## src/rtl/bcd_to_binary_seq.sv

```systemverilog
// Digit-serial packed-BCD to binary converter, one digit per clock, MSD first.
// Valid/ready handshakes on both sides; non-decimal nibbles flag err and zero the result.
module bcd_to_binary_seq #(
    parameter int DIGITS = 4,
    parameter int BIN_W  = 14
) (
    input  logic                  clk,
    input  logic                  rst,
    input  logic                  in_valid,
    output logic                  in_ready,
    input  logic [4*DIGITS-1:0]   bcd_in,
    output logic                  out_valid,
    input  logic                  out_ready,
    output logic [BIN_W-1:0]      bin_out,
    output logic                  err
);

    localparam int CNT_W = (DIGITS > 1) ? $clog2(DIGITS) : 1;

    typedef enum logic [1:0] {
        IDLE,
        CONV,
        DONE
    } state_e;

    state_e                state_q;
    logic [4*DIGITS-1:0]   shreg_q;
    logic [BIN_W-1:0]      acc_q;
    logic [BIN_W-1:0]      bin_q;
    logic [CNT_W-1:0]      cnt_q;
    logic                  bad_q;
    logic                  err_q;
    logic                  in_ready_q;
    logic                  out_valid_q;

    logic [BIN_W+3:0]      acc_ext;
    logic [BIN_W+3:0]      acc_mul;
    logic [BIN_W-1:0]      acc_d;
    logic                  bad_d;

    // acc*10 + digit, built from shifts at 4 bits of headroom
    always_comb begin
        acc_ext = {4'b0, acc_q};
        acc_mul = (acc_ext << 3) + (acc_ext << 1)
                + {{BIN_W{1'b0}}, shreg_q[4*DIGITS-1 -: 4]};
        acc_d   = acc_mul[BIN_W-1:0];
    end

    always_comb begin
        bad_d = 1'b0;
        for (int i = 0; i < DIGITS; i++) begin
            if (bcd_in[4*i +: 4] > 4'd9) begin
                bad_d = 1'b1;
            end
        end
    end

    always_ff @(posedge clk or posedge rst) begin
        if (rst) begin
            state_q     <= IDLE;
            shreg_q     <= '0;
            acc_q       <= '0;
            bin_q       <= '0;
            cnt_q       <= '0;
            bad_q       <= 1'b0;
            err_q       <= 1'b0;
            in_ready_q  <= 1'b1;
            out_valid_q <= 1'b0;
        end else begin
            case (state_q)
                IDLE: begin
                    if (in_valid && in_ready_q) begin
                        shreg_q    <= bcd_in;
                        acc_q      <= '0;
                        cnt_q      <= CNT_W'(DIGITS - 1);
                        bad_q      <= bad_d;
                        in_ready_q <= 1'b0;
                        state_q    <= CONV;
                    end
                end
                CONV: begin
                    acc_q   <= acc_d;
                    shreg_q <= shreg_q << 4;
                    cnt_q   <= cnt_q - CNT_W'(1);
                    if (cnt_q == '0) begin
                        bin_q       <= bad_q ? '0 : acc_d;
                        err_q       <= bad_q;
                        out_valid_q <= 1'b1;
                        state_q     <= DONE;
                    end
                end
                DONE: begin
                    if (out_ready) begin
                        out_valid_q <= 1'b0;
                        in_ready_q  <= 1'b1;
                        state_q     <= IDLE;
                    end
                end
                default: begin
                    state_q <= IDLE;
                end
            endcase
        end
    end

    assign in_ready  = in_ready_q;
    assign out_valid = out_valid_q;
    assign bin_out   = bin_q;
    assign err       = err_q;

endmodule

```

## config.mk

```make
export PLATFORM = sky130hd
export DESIGN_NAME = bcd_to_binary_seq
export DESIGN_NICKNAME = d
export VERILOG_FILES = /design/src/rtl/bcd_to_binary_seq.sv
export SDC_FILE = /design/constraint.sdc
export NUM_CORES = 1
export LEC_CHECK = 0
export ABC_AREA = 1
export BUFFER_PORTS_ARGS = -buffer_cell sky130_fd_sc_hd__buf_2
export CAP_MARGIN = 20
export CORE_MARGIN = 2
export CORE_UTILIZATION = 30
export DETAILED_ROUTE_END_ITERATION = 16
export GPL_ROUTABILITY_DRIVEN = 0
export HOLD_SLACK_MARGIN = 0.12
export PLACE_DENSITY = 0.51
export SETUP_SLACK_MARGIN = 0.5
export SLEW_MARGIN = 20
export SYNTH_ARGS = -nofsm -noshare
export SYNTH_HDL_FRONTEND = slang
export SYNTH_SLANG_ARGS = --single-unit
```

## constraint.sdc

```tcl
create_clock -name clk -period 4.55 [get_ports clk]
set_input_delay 1.1375 -clock clk [delete_from_list [all_inputs] [get_ports clk]]
set_output_delay 1.1375 -clock clk [all_outputs]
set_load 0.005 [all_outputs]
```

After elaboration in Yosys (flattened, before gate mapping)
Index checks and enable logic that the tools add are counted.
- register bits after elaboration: 51
- word-level logic and storage cells: 54
- $add $sub $neg: 3
- magnitude comparators: 4
- equality and inequality tests: 5
- muxes and demuxes: 21
- reduce and logical (&&, ||, !) cells: 12
- operators with widths (cell ; number):
    $pmux W16 S2 ; 1
    $pmux W13 S2 ; 1
    $gt A4 B4 Y1 const B ; 4
    $mux W16 ; 1
    $add A14 B14 Y14 ; 1
    $add A14 B4 Y14 ; 1
    $mux W14 ; 1
    $mux W13 ; 1
    $reduce_and A3 Y1 ; 3
    $mux W1 ; 8
    $mux W2 ; 4
    $ne A2 B2 Y1 const B ; 3
    $pmux W2 S3 ; 1
    $reduce_and A2 Y1 ; 3
    $reduce_bool A2 Y1 ; 3
    $logic_not A2 Y1 ; 2
    $pmux W1 S2 ; 2
    $pmux W2 S2 ; 1
    $eq A2 B1 Y1 const B ; 1
    $eq A2 B2 Y1 const B ; 1
    $sub A2 B1 Y2 const B ; 1
    $logic_and A1 B1 Y1 ; 1

Logic depth before layout (Yosys ltp)
- depth after elaboration: 5
- depth in mapped cells: 13
- depth with buffers taken out: 13

Worst setup path before layout
OpenSTA, ideal clock, no wires.
- kind: register to register
- start point: reg acc_q[0]
- end point: reg acc_q[8]
- arrival time: 1901 ps
- setup slack: 2532 ps
- cell stages (with the launch flop): 10
- clock period less this slack: 2018 ps
- path through: dfrtp_1 -> inv_1 -> fa_1 -> fa_1 -> o21ai_1 -> nand2_1 -> nand2_1 -> nand2_1 -> nand3_1 -> nand2_1
- word-level cells in the longest chain between the ends: 3
- ends and longest elaborated chain (what ; RTL line ; text):
    start: declaration ; 28 ; logic [BIN_W-1:0] acc_q;
    start signal: assignment ; 62 ; acc_q <= '0;
    start signal: assignment ; 74 ; acc_q <= '0;
    start signal: assignment ; 82 ; acc_q <= acc_d;
    $add A14 B14 Y14 ; 44 ; acc_mul = (acc_ext << 3) + (acc_ext << 1)
    $add A14 B4 Y14 ; 45 ; + {{BIN_W{1'b0}}, shreg_q[4*DIGITS-1 -: 4]};
    $pmux W13 S2 ; 70 ; case (state_q)
Every way passes these cells.
A chain may end at the register's enable or synchronous reset.

Worst setup path in the final report
- start point: reg acc_q[0]
- end point: reg acc_q[9]
Same word-level chain as after synthesis.

==> reports/results.txt <==
Post-route ant nets -> 0
Longest Clk Path Bufs -> 2
Fin cells -> 529
Final #Nets -> 440
Final hold slack -> 0.483 ns
FFs w/ async S/R, synth -> 1.00
Clk slew on worst S/H paths -> 0.10 ns
Number of synthesized register bits -> 51
Vias post-DR -> 2,373
CP Max Fanout -> 4
1st-iter DRT viols -> 108
R2R Setup Slk -> 2.28 ns
Initial Utilization -> 0.307
Core area -> 9730 um2
Netlist cell types -> 36
Worst Hold Depth -> 2
Clk sink count -> 51
Largest family of logic cells by synthesized area -> simple AND/OR/NAND/NOR gates
# diodes -> 0
Worst Setup Path Type -> flip-flop to flip-flop
Synth area leader -> dfrtp_1
TritonCTS Buffers -> 5
Post-synthesis cell count -> 359
Area contributors post-synth -> dfrtp_1 42%, nand2_1 15%, ha_1 9.6%, inv_1 5.8%, o21ai_0 4.4%
Worst reg2reg endpoint -> acc_q[9]$_DFFE_PP0P_
RSZ-0062 raised after global routing -> false
Mux cell area share after synthesis -> 0
Setup TNS -> 0 ns
Pin count of the biggest net entering global routing -> 32
Hold crit path type -> flip-flop to flip-flop
Crit path launch type -> flip-flop
Worst-Margin Slew -> 0.753 ns
I/O pin count -> 37
Final Critical Period -> 2.27 ns
Hold Path Origin -> bin_out[12]$_DFFE_PP0P_
Status -> finished, final reports clean
Final wirelength -> 6510 um
Switching Power -> 1.21 mW
Setup violators final -> 0
PD cells -> 749 nW/um2
Post_cts resized -> 0
CTS tree -> done
Worst Reg-to-Reg Cells -> 11
Slew margin rel. -> 0.497
Commonest cells in the netlist -> 118 x nand2_1, 50 x dfrtp_1, 46 x inv_1, 26 x o21ai_0, 23 x ha_1
Initial antenna violation count -> 0
Synth Area in Compound Gates -> 0.107
DR vias/cell -> 4.49
Final instance area -> 3370 um2
Top-count cell post-synth -> nand2_1
Hold Crit Endpoint -> bin_out[12]$_DFFE_PP0P_
Simple logic cell fraction of the synthesized area -> 0.253
Layout Utilization -> 0.346
Area delta synth->final -> 12.9%
Post-Synth Adder-Cell Area -> 0.110
Die width -> 104 um
Post-Place Setup Slack -> 2.20 ns
Worst VDD drop -> 0.247 mV
Reg2reg start -> acc_q[0]$_DFFE_PP0P_
CP Data Required Time -> 4.79 ns
Net Sw Frac -> 0.479
Drt first pass iters -> 4
Number of synthesized flops with an enable pin -> 0
Synth warnings -> 0
Port Buffers -> 36
Leak Pwr -> 1.82 nW
Yosys top cell area share -> 0.419
CTS root buf -> clkbuf_8
Slew Limit Fails -> 0
Num rows -> 36
Internal Power -> 1.31 mW
Die H -> 104 um
Overflow after GRT -> 0
WL per Instance -> 12.3 um
Mean post-synth cell area -> 8.31 um2
Gr usage total -> 0.130
Most frequently used flop master after synthesis -> dfrtp_1
Flop pwr share -> 0.304
Crit. End Element -> flip-flop
Max-cap violation count -> 0
Post-DP HPWL -> 5020 um
Worst-Skew Late Latency -> 0.30 ns
First-pass GRT wire length -> 11,600 um
Register area share after synthesis -> 0.428
Clock power share -> 0.101
Period utilization -> 0.498
Setup Fix Bufs, Post-CTS -> 0
Syn Nets -> 404
# DRC -> 0
Dpl cells -> 521
Synth Area in XOR/XNOR -> 0.0147
Mapped cell area -> 2980 um2
Cts-stage hold buffer count -> 0
CP arrival -> 2.51 ns
Power share of the combinational group -> 0.594
CTS H-Tree Depth -> 2
Share of post-route cells with drive strength above 1 -> 0.159
Setup WS post-layout -> 2.28 ns
Die area -> 10,800 um2
Vias in the first global route -> 2,461
F_max -> 0.441 GHz
Final Skew -> 0.0110 ns
Tot Pwr -> 2.52 mW
Final Hold Fails -> 0
Dpl cell area -> 3280 um2
critical path, cell delays in order, from the launching register on:
cell and delay [ns]:
dfrtp_1 0.36, inv_1 0.07, fa_1 0.58, inv_1 0.06
ha_1 0.30, nand3_1 0.08, nand3_1 0.16, nand2_1 0.10
nand2_1 0.08, xor2_1 0.24, nand2_1 0.08, nand2_1 0.09
layout by cell type (no fill, tap or decap), types with 4 or more instances in the layout:
| cell | n |
|---|---|
| a21oi_1 | 6 |
| buf_2 | 36 |
| clkbuf_8 | 5 |
| dfrtp_1 | 50 |
| ha_1 | 23 |
| inv_1 | 45 |
| nand2_1 | 118 |
| nand3_1 | 16 |
| nand3b_1 | 4 |
| nor2_1 | 16 |
| nor3_1 | 5 |
| o211ai_1 | 5 |
| o21ai_0 | 26 |
| xor2_1 | 4 |
power groups by stage:
stage / clock network (mW) / registers, mW / logic, mW
2_1_floorplan: 0 / 0.759 / 1.17
3_3_place_gp: 0 / 0.778 / 1.50
3_5_place_dp: 0 / 0.779 / 1.50
4_1_cts: 0.272 / 0.770 / 1.52
5_1_grt: 0.285 / 0.793 / 1.74
6_report: 0.255 / 0.768 / 1.50
registers in the layout, indices dropped and copies added, names as in the netlist:
register and cells:
acc_q 13, bad_q 1, bin_out 14, cnt_q 2
err 1, in_ready 1, out_valid 1, shreg_q 16
state_q 2
worst max-delay path by stage:
stage                              start              endpoint  slack, ns
global route        acc_q[0]$_DFFE_PP0P_  acc_q[9]$_DFFE_PP0P_       2.06
finish              acc_q[0]$_DFFE_PP0P_  acc_q[9]$_DFFE_PP0P_       2.28
floorplan                            rst  acc_q[0]$_DFFE_PP0P_       2.18
detailed placement              in_valid  acc_q[5]$_DFFE_PP0P_       2.20
global placement                in_valid  acc_q[5]$_DFFE_PP0P_       2.23
CTS                 acc_q[0]$_DFFE_PP0P_  acc_q[9]$_DFFE_PP0P_       2.27
cell type report:
cell class / instances / area, um2
sequential: 51 / 1280
multi-input combinational: 250 / 1450
inverter: 50 / 193
timing repair buffer: 37 / 200
clock inverter: 2 / 12.5
fill: 1069 / 6360
tap: 133 / 166
clock buffer: 6 / 72.6
cells by family (layout without fill, tap and decap cells):
kind of cell / count (synthesis) / in the layout
compound gates: 50 / 50
xor+xnor: 5 / 5
fa+ha+maj: 25 / 25
buf+inv: 58 / 95
flops: 51 / 51
simple gates: 170 / 170
routing by layer:
layer | wire [um] | share of wire | vias up | global-route usage
li1 | - | - | 1224 | -
met1 | 3080 | 0.47 | 1123 | 0.164
met2 | 3270 | 0.50 | 24 | 0.235
met3 | 126 | 0.019 | 2 | 0.0176
met4 | 34 | 0.0052 | 0 | 0.0290
met5 | 0 | 0 | - | 0
Power figures use the tool's default switching activity.
